[src/rtl/branch_ctrl.sv]
`default_nettype none
// ============================================================================
//  Module      : branch_ctrl
//  Description : Next-PC decision stage. Resolves branch ops against a
//                registered ALU flag and a jump-target lookup table, drives
//                the program counter's BranchAbs/Target pair combinationally,
//                and runs the Start/Done program handshake.
//  Revision    : 1.0  initial release
// ============================================================================
module branch_ctrl #(
    parameter int PC_W   = 10,
    parameter int LUT_AW = 4
) (
    input  logic              Clk,
    input  logic              Reset,
    input  logic              Start,
    input  logic [PC_W-1:0]   ProgCtr,
    input  logic [1:0]        BrOp,
    input  logic              BrRel,
    input  logic [LUT_AW-1:0] LutIdx,
    input  logic              FlagWe,
    input  logic              ALU_flag,
    input  logic              Halt,
    input  logic              LutWe,
    input  logic [LUT_AW-1:0] LutWAddr,
    input  logic [PC_W-1:0]   LutWData,
    output logic              BranchAbs,
    output logic [PC_W-1:0]   Target,
    output logic              Done,
    output logic              Flag
);

    localparam int C_LUT_N = 1 << LUT_AW;

    localparam logic [1:0] C_BR_NONE   = 2'b00;
    localparam logic [1:0] C_BR_ALWAYS = 2'b01;
    localparam logic [1:0] C_BR_IF_SET = 2'b10;
    localparam logic [1:0] C_BR_IF_CLR = 2'b11;

    typedef enum logic [1:0] {
        ST_IDLE  = 2'd0,
        ST_START = 2'd1,
        ST_RUN   = 2'd2,
        ST_HALT  = 2'd3
    } state_t;

    state_t            r_state;
    state_t            w_next;
    logic              r_flag;
    logic              r_done;
    logic [PC_W-1:0]   r_lut [C_LUT_N];

    logic [PC_W-1:0]   w_lut_rd;
    logic [PC_W-1:0]   w_rel_tgt;
    logic              w_taken;

    // Asynchronous table read: a same-cycle write is only visible next cycle.
    assign w_lut_rd  = r_lut[LutIdx];
    // Entry and PC share a width, so a plain modular add is the sign-extended
    // relative sum with wraparound.
    assign w_rel_tgt = ProgCtr + w_lut_rd;

    // Branch condition uses the flag as registered before this cycle's update.
    always_comb begin
        w_taken = 1'b0;
        case (BrOp)
            C_BR_NONE:   w_taken = 1'b0;
            C_BR_ALWAYS: w_taken = 1'b1;
            C_BR_IF_SET: w_taken = r_flag;
            C_BR_IF_CLR: w_taken = ~r_flag;
            default:     w_taken = 1'b0;
        endcase
    end

    // State register.
    always_ff @(posedge Clk) begin
        if (Reset) begin
            r_state <= ST_IDLE;
        end else begin
            r_state <= w_next;
        end
    end

    // Next-state and PC-control outputs; idle and halt hold the PC by reloading it.
    always_comb begin
        w_next    = r_state;
        BranchAbs = 1'b0;
        Target    = w_lut_rd;
        case (r_state)
            ST_IDLE: begin
                BranchAbs = 1'b1;
                Target    = ProgCtr;
                if (Start) begin
                    w_next = ST_START;
                end
            end
            ST_START: begin
                BranchAbs = 1'b0;
                if (!Start) begin
                    w_next = ST_RUN;
                end
            end
            ST_RUN: begin
                if (Halt) begin
                    BranchAbs = 1'b1;
                    Target    = ProgCtr;
                end else if (w_taken) begin
                    BranchAbs = 1'b1;
                    Target    = BrRel ? w_rel_tgt : w_lut_rd;
                end
                if (Start) begin
                    w_next = ST_START;
                end else if (Halt) begin
                    w_next = ST_HALT;
                end
            end
            ST_HALT: begin
                BranchAbs = 1'b1;
                Target    = ProgCtr;
                if (Start) begin
                    w_next = ST_START;
                end
            end
            default: begin
                w_next = ST_IDLE;
            end
        endcase
    end

    // Flag and Done: both cleared when a program starts; Done set on halt.
    always_ff @(posedge Clk) begin
        if (Reset) begin
            r_flag <= 1'b0;
            r_done <= 1'b0;
        end else begin
            if (w_next == ST_START) begin
                r_done <= 1'b0;
            end else if (r_state == ST_RUN && Halt) begin
                r_done <= 1'b1;
            end
            if (r_state == ST_START) begin
                r_flag <= 1'b0;
            end else if (r_state == ST_RUN && FlagWe) begin
                r_flag <= ALU_flag;
            end
        end
    end

    // Jump-target table: cleared by reset, writable in every state otherwise.
    always_ff @(posedge Clk) begin
        if (Reset) begin
            for (int i = 0; i < C_LUT_N; i++) begin
                r_lut[i] <= '0;
            end
        end else if (LutWe) begin
            r_lut[LutWAddr] <= LutWData;
        end
    end

    assign Done = r_done;
    assign Flag = r_flag;

endmodule
`default_nettype wire

[config.mk]
export PLATFORM = sky130hd
export DESIGN_NAME = branch_ctrl
export DESIGN_NICKNAME = d
export VERILOG_FILES = /design/src/rtl/branch_ctrl.sv
export SDC_FILE = /design/constraint.sdc
export NUM_CORES = 1
export LEC_CHECK = 0
export BUFFER_PORTS_ARGS = -buffer_cell sky130_fd_sc_hd__buf_4
export CAP_MARGIN = 10
export CORE_AREA = 10 10 129 219
export CTS_BUF_LIST = sky130_fd_sc_hd__clkbuf_16
export CTS_CLUSTER_SIZE = 40
export DETAILED_ROUTE_END_ITERATION = 6
export DIE_AREA = 0 0 139 229
export GPL_TIMING_DRIVEN = 0
export PLACE_DENSITY = 0.48
export SLEW_MARGIN = 20
export SYNTH_ARGS = -nofsm -noshare
export SYNTH_HDL_FRONTEND = slang
export SYNTH_SLANG_ARGS = --single-unit
[constraint.sdc]
create_clock -name Clk -period 10.1 [get_ports Clk]
set_input_delay 1.515 -clock Clk [delete_from_list [all_inputs] [get_ports Clk]]
set_output_delay 1.515 -clock Clk [all_outputs]
set_load 0.01 [all_outputs]
==> results.toml <==
[logic_synthesis]
yosys.area_share.simple = 0.177
synth_nets = 672
synth_xor_area_frac = 0.00311
synth.avg_cell_area_um2 = 13.6
synth_seq_cells = 164
synth_edf_count = 160
yosysSeqAreaShare = 0.579
netlist_area_mm2 = 0.00844
async_reset_ff_frac = 0
yosysUniqueCellTypes = 49
ys_warn_count = 0
yosys_most_used_dff = "edfxtp_1"
postSynthCellCount = 622
synth_compound_area_frac = 0.0529
synth_adder_area_share = 0.0187
synth_top_family_by_area = "simple AND/OR/NAND/NOR gates"
synthMuxAreaShare = 0.134

[floorplanning]
die_x_um = 139
dieHeight_um = 229
initial_core_util = 0.344
core_area_mm2 = 0.0245
ios = 51
die-area_mm2 = 0.0318
fp-row-count = 76

[clock_tree]
clockBufferDepth = 2
clkSinkCount = 164
postCtsSetupBuffers = 0
cts_made_buffers = 17
tritoncts = "yes"
clk_pin_slew_ns = 0.06
cts_resized = 0
cts-root-buf = "clkbuf_16"
h-tree-depth = 4
insertion_delay_ns = 0.43
holdBufCountCts = 0

[grt]
antenna_found_initial = 2
grt-ovfl-total = 0
grt_pass1_vias = 5633
grt_pass1_wl_um = 36800
grt_max_degree = 17
grtUsageTotal = 0.160

[timing]
fin_skew_ns = 0.00220
period_needed_ns = 7.87
worstMarginPinSlew_ns = 0.949
timing.final.crit_share = 0.779
hold_viol_final = 0
max_freq_ghz = 0.127
fin_ws_ns = 2.23
tns_ns = 0
rsz0062_at_grt = "no"
finalSetupViolations = 0
maxSlewViolCount = 0
max_slew_margin = 0.367

[detailed_routing]
avgRoutedWirePerCell_um = 25.4
ant_nets = 0
drt_first_iter_violations = 329
drtPass1Iterations = 5
via_count = 5351
drc_errors = 0
via_per_inst = 5.29
drt-total-wl_um = 25700

[setup_path]
crit_required_ns = 8.59
end_kind = "primary output"
path_class = "in -> out"
crit_path_max_fanout = 10
start_kind = "input port"
reg2reg_depth = 7
cp_data_arrival_time_ns = 6.35

[place]
hpwl_um = 18800
port-buffer-count = 47
dpl-instance-area_mm2 = 0.00919
place_worst_setup_slack_ns = 2.23
place_congestion = 0.881

[final_layout]
syn_to_final_growth_pct = 15.3
drive_above_1_share = 0.206
fin_area_mm2 = 0.00973
fin_nets = 738
insertedDiodeCount = 0

[power]
max-vdd-ir-drop_mv = 0.107
clkPwrFrac = 0.368
netSwitchingPower_uw = 432
power_frac_seq = 0.472
leakagePower_uw = 0.00352
combPwrFrac = 0.159
p_sw_frac = 0.256
power_density_mw_per_mm2 = 173
p_int_uw = 1250

[worst_hold_path]
hold-path-cell-count = 2
hold_path_class = "reg -> reg"

[flow_run]
maxCapViolCount = 0

[outcome]
status = "finished clean"
-- cell usage after synthesis, types with 2 or more instances --
cell	number	area share
dfxtp_1	4	0.0095
a31o_1	2	0.0021
and3b_1	2	0.0021
inv_1	14	0.0062
mux2_2	3	0.0040
xnor2_1	2	0.0021
or2_2	16	0.012
a31o_2	2	0.0021
and2_1	160	0.12
nand3_1	3	0.0018
a31oi_1	3	0.0022
nor3_1	10	0.0059
nor3b_1	2	0.0018
a21oi_1	20	0.012
buf_6	7	0.0093
nand2b_1	9	0.0067
a211o_1	2	0.0021
mux4_2	39	0.10
edfxtp_1	160	0.57
o22ai_1	3	0.0022
mux2i_1	6	0.0071
nor2b_1	4	0.0030
o21ai_1	3	0.0018
o21ai_0	13	0.0077
nor2_1	27	0.012
nand2_1	20	0.0089
a22oi_1	5	0.0044
buf_2	3	0.0018
a21o_1	3	0.0027
ha_1	11	0.016
clkbuf_1	34	0.015
mux4_1	6	0.019
or3_1	3	0.0022
a22o_1	2	0.0021
a211oi_1	5	0.0044
-- metal layers --
layer | GRT usage | routed length, um | share of wire | up-vias
li1 | - | - | - | 2413
met1 | 0.152 | 8760 | 0.34 | 2721
met2 | 0.311 | 14900 | 0.58 | 169
met3 | 0.0331 | 1070 | 0.042 | 46
met4 | 0.0789 | 1010 | 0.039 | 2
met5 | 0 | 20 | 0.00078 | -
-- final timing paths --
| kind | from | to | slack [ns] |
|---|---|---|---|
| setup / recovery | LutIdx[1] | Target[9] | 2.23 |
| hold / removal | Done | Done | 0.55 |
| setup reg to reg | r_state[0] | Done | 8.29 |
| hold reg to reg | Done | Done | 0.55 |
-- power groups by stage --
| stage | sequential [uW] | clock [uW] | combinational, uW |
|---|---|---|---|
| floorplan | 805 | 0 | 161 |
| global placement | 809 | 0 | 267 |
| global route | 800 | 649 | 288 |
| detailed placement | 811 | 0 | 272 |
| CTS | 797 | 624 | 272 |
| finish | 796 | 621 | 269 |
-- registers in the layout, summed over array words and instances, names as in the netlist --
name	count
Done	1
Flag	1
r_state	2
r_lut	160
-- worst max-delay path: stages --
cell and delay [ns]:
buf_4 0.17, buf_6 0.22, clkbuf_1 0.73, mux4_2 0.45, mux2_2 0.27, o21ai_0 0.65, inv_1 0.10, ha_1 0.30
a21o_1 0.21, a22o_1 0.24, a211oi_1 0.51, mux2_2 0.41, a31o_2 0.23, a21oi_1 0.17, buf_4 0.15
-- placed cells by master, fill, tap and decap left out, types with 4 or more instances in the layout --
cell type and instances:
a211oi_1 5, mux4_1 6, dfxtp_1 4, and2_1 160
nand2_1 20, mux4_2 39, a21oi_1 20, ha_1 11
clkinv_1 4, clkinvlp_4 4, a22oi_1 5, nand2b_1 9
o21ai_0 13, clkbuf_1 34, buf_4 48, or2_2 16
clkbuf_16 17, nor2b_1 4, nor2_1 27, buf_6 7
inv_1 16, nor3_1 10, mux2i_1 6, edfxtp_1 160
-- final cells by class --
class | count | area (um^2)
Fill cell | 2338 | 14800
Sequential cell | 164 | 4880
Multi-Input combinational cell | 398 | 3260
Clock buffer | 17 | 425
Tap cell | 312 | 390
Timing Repair Buffer | 47 | 353
Buffer | 46 | 249
Clock inverter | 14 | 123
Inverter | 14 | 52.6
-- kinds of logic (layout without fill, tap and decap cells) --
family | Yosys count | after routing
AOI/OAI and AO/OA | 70 | 70
xor gates and xnor gates | 3 | 3
and+or+nand+nor | 259 | 259
adders and majority gates | 12 | 12
muxes | 54 | 54
buffers and inverters | 60 | 138
DFF | 164 | 164
-- metrics by stage --
step,total power (uW),hold slack (ns),cells,util
after global routing,1740,0.591,1012,0.397
after detailed placement,1080,0.543,981,0.374
after floorplan,966,0.535,622,-
final,1690,0.547,1012,0.397
after CTS,1690,0.550,1012,0.397
after global placement,1080,0.532,981,0.374
Note: power is estimated with default switching activity, not from simulation.
